$ cat src/rtl/net_weight_loader.sv
// net_weight_loader: streams layer-tagged weight words from memory in address order,
// absorbing the one-cycle read latency with a 2-entry skid buffer.
module net_weight_loader #(
  parameter int DATA_WIDTH  = 32,
  parameter int LAYER_WIDTH = 2,
  parameter int NUM_LAYERS  = 3,
  parameter int N0          = 2,
  parameter int N1          = 32,
  parameter int N2          = 32,
  parameter int N3          = 3,
  parameter int ADDR_WIDTH  = 12
) (
  input  logic                   clk,
  input  logic                   rst,
  input  logic                   i_start,
  input  logic                   i_abort,
  output logic                   o_mem_rd,
  output logic [ADDR_WIDTH-1:0]  o_mem_addr,
  input  logic [DATA_WIDTH-1:0]  i_mem_data,
  output logic                   o_weight_valid,
  input  logic                   i_weight_ready,
  output logic [DATA_WIDTH-1:0]  o_weight,
  output logic [LAYER_WIDTH-1:0] o_weight_layer,
  output logic                   o_bias,
  output logic                   o_busy,
  output logic                   o_done
);
  localparam int W = N1 * (N0 + 1) + (NUM_LAYERS > 1 ? N2 * (N1 + 1) : 0) + (NUM_LAYERS > 2 ? N3 * (N2 + 1) : 0);
  typedef enum logic [1:0] {IDLE, FETCH, DRAIN, DONE} state_t;
  function automatic logic [ADDR_WIDTH-1:0] nodes(input int l);
    return ADDR_WIDTH'(l == 0 ? N0 : l == 1 ? N1 : l == 2 ? N2 : N3);
  endfunction
  state_t state_q, state_d;
  logic [ADDR_WIDTH-1:0] addr_q, addr_d, word_q, word_d, node_q, node_d;
  logic [LAYER_WIDTH-1:0] layer_q, layer_d;
  logic [DATA_WIDTH-1:0] b0_q, b0_d, b1_q, b1_d;
  logic [1:0] cnt_q, cnt_d, mid;
  logic inflight_q, inflight_d;
  logic clr, xfer, pop, push, last_word, last_node, last_addr;
  // The head beat bypasses the buffer straight from memory when nothing is queued;
  // tag and bias come from output-side counters since beats leave in address order.
  always_comb begin
    clr = i_abort && state_q != IDLE;
    o_busy = state_q == FETCH || state_q == DRAIN;
    o_done = state_q == DONE;
    o_weight_valid = cnt_q != 2'd0 || inflight_q;
    xfer = o_weight_valid && i_weight_ready;
    o_weight = cnt_q != 2'd0 ? b0_q : inflight_q ? i_mem_data : '0;
    o_weight_layer = o_weight_valid ? layer_q + LAYER_WIDTH'(1) : '0;
    last_word = word_q == nodes(int'(layer_q));
    last_node = node_q == nodes(int'(layer_q) + 1) - ADDR_WIDTH'(1);
    o_bias = o_weight_valid && last_word;
    o_mem_rd = state_q == FETCH && cnt_q + 2'(inflight_q) - 2'(xfer) < 2'd2;
    o_mem_addr = addr_q;
    last_addr = addr_q == ADDR_WIDTH'(W - 1);
    pop = xfer && cnt_q != 2'd0;
    push = inflight_q && !(xfer && cnt_q == 2'd0);
    mid = cnt_q - 2'(pop);
    b0_d = push && mid == 2'd0 ? i_mem_data : pop ? b1_q : b0_q;
    b1_d = push && mid == 2'd1 ? i_mem_data : b1_q;
    cnt_d = clr ? 2'd0 : mid + 2'(push);
    inflight_d = o_mem_rd && !clr;
    addr_d = clr ? '0 : o_mem_rd ? (last_addr ? '0 : addr_q + ADDR_WIDTH'(1)) : addr_q;
    word_d = clr ? '0 : xfer ? (last_word ? '0 : word_q + ADDR_WIDTH'(1)) : word_q;
    node_d = clr ? '0 : xfer && last_word ? (last_node ? '0 : node_q + ADDR_WIDTH'(1)) : node_q;
    layer_d = clr ? '0 : xfer && last_word && last_node ?
              (layer_q == LAYER_WIDTH'(NUM_LAYERS - 1) ? '0 : layer_q + LAYER_WIDTH'(1)) : layer_q;
    state_d = clr ? IDLE :
              state_q == IDLE  ? (i_start && !i_abort ? FETCH : IDLE) :
              state_q == FETCH ? (o_mem_rd && last_addr ? DRAIN : FETCH) :
              state_q == DRAIN ? (cnt_d == 2'd0 ? DONE : DRAIN) : IDLE;
  end
  always_ff @(posedge clk or posedge rst) begin
    if (rst) begin
      state_q <= IDLE;
      addr_q <= '0;
      word_q <= '0;
      node_q <= '0;
      layer_q <= '0;
      b0_q <= '0;
      b1_q <= '0;
      cnt_q <= 2'd0;
      inflight_q <= 1'b0;
    end else begin
      state_q <= state_d;
      addr_q <= addr_d;
      word_q <= word_d;
      node_q <= node_d;
      layer_q <= layer_d;
      b0_q <= b0_d;
      b1_q <= b1_d;
      cnt_q <= cnt_d;
      inflight_q <= inflight_d;
    end
  end
endmodule

$ cat config.mk
export PLATFORM = sky130hd
export DESIGN_NAME = net_weight_loader
export DESIGN_NICKNAME = d
export VERILOG_FILES = /design/src/rtl/net_weight_loader.sv
export SDC_FILE = /design/constraint.sdc
export NUM_CORES = 1
export LEC_CHECK = 0
export BUFFER_PORTS_ARGS = -buffer_cell sky130_fd_sc_hd__clkbuf_2
export CORE_UTILIZATION = 62
export CTS_CLUSTER_SIZE = 10
export DETAILED_ROUTE_END_ITERATION = 10
export GPL_TIMING_DRIVEN = 0
export PLACE_DENSITY = 0.95
export SLEW_MARGIN = 40
export SYNTH_ARGS = -nofsm -noshare
export SYNTH_HDL_FRONTEND = slang
export SYNTH_SLANG_ARGS = --single-unit
$ cat constraint.sdc
create_clock -name clk -period 9.5 [get_ports clk]
set_input_delay 1.425 -clock clk [delete_from_list [all_inputs] [get_ports clk]]
set_output_delay 1.425 -clock clk [all_outputs]
set_load 0.02 [all_outputs]
; ---- After elaboration in Yosys (flattened, before gate mapping)
; Cells that the tools add are included.
[totals]
regBits = 107
input_bits = 37
elab_cells = 95
[op_classes]
n_addsub = 10
magnitude_cmp = 1
n_eq_ne = 12
mux = 31
n_reduce_logical = 32
[op_table]
columns = operator, n
row1 = $mux W32, 4
row2 = $mux W12, 9
row3 = $add A12 B1 Y12 const B, 3
row4 = $mux W6, 6
row5 = $logic_not A32 Y1, 1
row6 = $mux W2, 10
row7 = $logic_and A1 B1 Y1, 14
row8 = $reduce_bool A2 Y1, 7
row9 = $eq A12 B11 Y1 const B, 1
row10 = $eq A12 B12 Y1, 1
row11 = $eq A12 B6 Y1, 1
row12 = $eq A2 B2 Y1 const B, 5
row13 = $logic_not A2 Y1, 5
row14 = $sub A6 B1 Y7 const B, 1
row15 = $add A2 B1 Y2, 2
row16 = $eq A2 B1 Y1 const B, 2
row17 = $sub A2 B1 Y2, 2
row18 = $add A2 B1 Y3 const B, 1
row19 = $eq A3 B1 Y1 const B, 1
row20 = $eq A3 B2 Y1 const B, 1
row21 = $logic_not A1 Y1, 3
row22 = $add A2 B1 Y2 const B, 1
row23 = $logic_or A1 B1 Y1, 2
row24 = $lt A2 B2 Y1 const B, 1
row25 = $mux W1, 2

; ---- Longest topological paths before layout
[logic_depth]
depth_word = 14
ltp_mapped = 11
mapped_depth_nobuf = 9

; ---- Worst setup path after synthesis
; Ideal clock, no wire load.
[synth_timing]
path_type = input to output
from = input i_weight_ready
to = output o_mem_rd
arrival_ns = 2.780
required_ns = 8.075
path_slack_ns = 5.295
cell_stages = 8
path_cell_list = o31ai_4 > clkinv_1 > ha_1 > xor2_1 > xnor2_2 > nand2_1 > inv_2 > buf_4
[synth_between]
elab_chain_cells = 4
[synth_rtl]
columns = element, line
row1 = from (decl), 21  ; input logic i_weight_ready,
row2 = $logic_and A1 B1 Y1, 47  ; xfer = o_weight_valid && i_weight_ready;
row3 = $sub A2 B1 Y2, 53  ; o_mem_rd = state_q == FETCH && cnt_q + 2'(inflight_q) - 2'(xfer) < 2'd2;
row4 = $lt A2 B2 Y1, 53
row5 = $logic_and A1 B1 Y1, 53
row6 = to (decl), 17  ; output logic o_mem_rd,
; Every way passes these cells.

; ---- Worst setup path after layout
; Same ends and word-level chain as after synthesis.

==> qor.yml <==
status:
  status: "finished clean"
global_route:
  grt_pass1_wl_um: 22900
  grt_max_degree: 69
  track_usage_pct: 29.5
  antenna_found_initial: 0
  grt_pass1_vias: 4921
  grt-ovfl-total: 0
pwr:
  p_seq_share_pct: 39.2
  switching_share_pct: 43.4
  pwr-share-clk_pct: 15.3
  p_int_mw: 1.02
  pwr-share-comb_pct: 45.5
  leakage_nw: 3.35
  worst_ir_drop_vdd_uv: 179
  power.density_mw_per_mm2: 270
  p_sw_mw: 0.780
final_layout:
  layout.cells.non_filler: 832
  layout_commonest_cell: "dfrtp_1"
  final_cell_mix: "dfrtp_1, nand2_1, clkbuf_2"
  area_growth_syn_to_layout_pct: 13.7
  finalNetCount: 767
  drive_gt1_share_pct: 22.6
  antennaDiodeCount: 0
sta:
  worst_pin_slew_ns: 0.771
  hold_violations: 0
  min_period_ns: 4.91
  drv_slew: 0
  holdWs_ns: 0.517
  max_freq_mhz: 204
  setup_viol: 0
  clock_skew_ns: 0.0253
  slew_headroom_pct: 48.4
  rsz0062_at_grt: "false"
  fin_tns_setup_ns: 0
  period_share_pct: 51.7
  fin_ws_ns: 4.59
placement:
  dp_hpwl_um: 9850
  pre_cts_ws_ns: 4.65
  gp_congestion: 0.921
  numPortBuffers: 87
  dp_cells: 816
floorplanning:
  die_area_mm2: 0.00982
  core-area_mm2: 0.00920
  die_h_um: 99.1
  io_pins: 88
  fp.dieW_um: 99.1
  rows: 35
  start_util_pct: 63.5
route:
  wl_um: 14000
  ant_nets: 0
  via_per_inst: 6.12
  firstDrtPassIters: 4
  drt_iter0_drc: 273
  vias: 5088
  drc_errors: 0
  wl_per_cell_um: 16.8
clock_network:
  cts_tree: "built"
  numCtsBuffers: 9
  cts.repair.resized: 0
  htree_levels: 3
  clkSinkCount: 107
  clk_pin_slew_ns: 0.11
  worst_skew_pair.late_latency_ns: 0.39
  ctsHoldBuffers: 0
  postCtsSetupRepairBufs: 0
  clockRootBuffer: "clkbuf_8"
  cts.path.max_buffers: 2
worst_setup_path:
  slowest_delay_ns: 0.41
  startpoint_type: "input port"
  crit_required_ns: 8.08
  worstPathCellList: "clkbuf_2 > o31ai_4 > clkinv_1 > ha_1 > xor2_1 > xnor2_2 > nand2_1 > inv_2 > buf_4 > clkbuf_2"
  worstSetupPathType: "in -> out"
  end_kind: "output pin"
  cpMaxStageDelayCell: "xnor2_2"
  critical-path-top-delay-family: "buffers and inverters"
  crit_top_cell: "clkbuf_2"
  cp_num_buf_inv: 5
  cp_max_fo: 10
  cp.arrival_ns: 3.48
synth:
  avgSynthCellArea_um2: 9.47
  synth_top_area_share_pct: 45.8
  syn_nets: 668
  synth_area_leaders: "dfrtp_1, mux2i_1, mux2_2, nand2_1, nor2_1"
  synth_ff_type: "dfrtp_1"
  synthCells: 617
  yosysTopAreaCell: "dfrtp_1"
  ys_types: 61
  syn_area_mm2: 0.00584
  synth-seq-cells: 107
  yosys_warnings: 0
  synth_edf_count: 0
  seq_area_frac_synth_pct: 45.8
  async_reset_ff_share_pct: 100
flow_run:
  drv_cap: 0
worst_hold_path:
  hold_path.class: "reg -> reg"
==> power groups by stage <==
stage | Sequential [mW] | Combinational, mW | Clock, mW
6_report | 0.704 | 0.816 | 0.275
5_1_grt | 0.719 | 0.887 | 0.293
4_1_cts | 0.700 | 0.810 | 0.277
3_5_place_dp | 0.708 | 0.804 | 0
3_3_place_gp | 0.691 | 0.762 | 0
2_1_floorplan | 0.684 | 0.581 | 0
==> synthesized netlist by cell type, types with 5 or more instances <==
| cell type | number |
|---|---|
| a31oi_1 | 6 |
| and3_1 | 6 |
| dfrtp_1 | 107 |
| nand4_1 | 12 |
| o211ai_1 | 8 |
| nor2b_1 | 6 |
| mux2_2 | 32 |
| nor2_1 | 57 |
| xnor2_1 | 5 |
| xor2_1 | 8 |
| buf_2 | 8 |
| or3_1 | 10 |
| nand3_1 | 21 |
| inv_1 | 16 |
| a21oi_1 | 37 |
| ha_1 | 14 |
| o21ai_0 | 41 |
| clkbuf_1 | 20 |
| nor3_1 | 7 |
| mux2i_1 | 40 |
| nand2_1 | 96 |
==> flip-flops by register name (all words and copies together) (netlist names) <==
name	count
word_q	12
cnt_q	2
node_q	12
b1_q	32
state_q	2
o_mem_addr	12
inflight_q	1
layer_q	2
b0_q	32
==> layout make-up <==
type	count	area, um2
tap	111	139
inverter	18	75.1
timing repair buffer	88	463
buffer	33	154
fill	640	2550
clock inverter	7	67.6
multi-input combinational	459	2940
clock buffer	9	124
sequential	107	2680
==> path summary, 6_finish.rpt <==
kind | start | endpoint | slack [ns] | depth (start not counted)
min in group asynchronous | rst | b0_q[22] | 1.00 | 2
max in group asynchronous | rst | o_mem_addr[7] | 7.87 | 3
max reg2reg | cnt_q[1] | b0_q[24] | 6.13 | 11
min | b1_q[3] | b1_q[3] | 0.52 | 1
max | i_weight_ready | o_mem_rd | 4.59 | 10
min reg2reg | b1_q[3] | b1_q[3] | 0.52 | 1
==> layer usage <==
metal  global-route usage, %  wire, um  share of wire [%]  vias to the layer above
met3                    4.82       936                6.7                       30
met2                    51.0      7030                 50                      225
li1                        -         -                  -                     2380
met5                       0         0                  0                        -
met1                    37.7      5720                 41                     2453
met4                    10.2       280                2.0                        0
==> cells by family (layout without fill, tap and decap cells) <==
logic type,count (synthesis),after routing,share of synthesized area (%)
simple gates,250,250,21.2
compound gates,109,109,11.0
flops,107,107,45.8
mux,72,72,13.0
buf+inv,51,155,3.79
fa+ha+maj,14,14,3.00
xor+xnor,14,14,2.23
==> per-stage QoR <==
step | area, um2 | total power [mW] | utilization (%)
final | 6640 | 1.80 | 72.2
after global routing | 6640 | 1.90 | 72.2
after CTS | 6640 | 1.79 | 72.2
after detailed placement | 6450 | 1.51 | 70.2
after global placement | 6420 | 1.45 | 69.8
after floorplan | 5840 | 1.27 | -
==> worst reg2reg max path: stages (launching register included) <==
cell      delay [ns]
dfrtp_1         0.36
buf_2           0.17
or2_0           0.29
nand2_1         0.26
buf_2           0.36
inv_1           0.08
ha_1            0.24
and2_1          0.19
o211ai_1        0.64
clkbuf_1        0.47
nor2_1          0.09
a21oi_1         0.16
(Power assumes the default switching activity.)
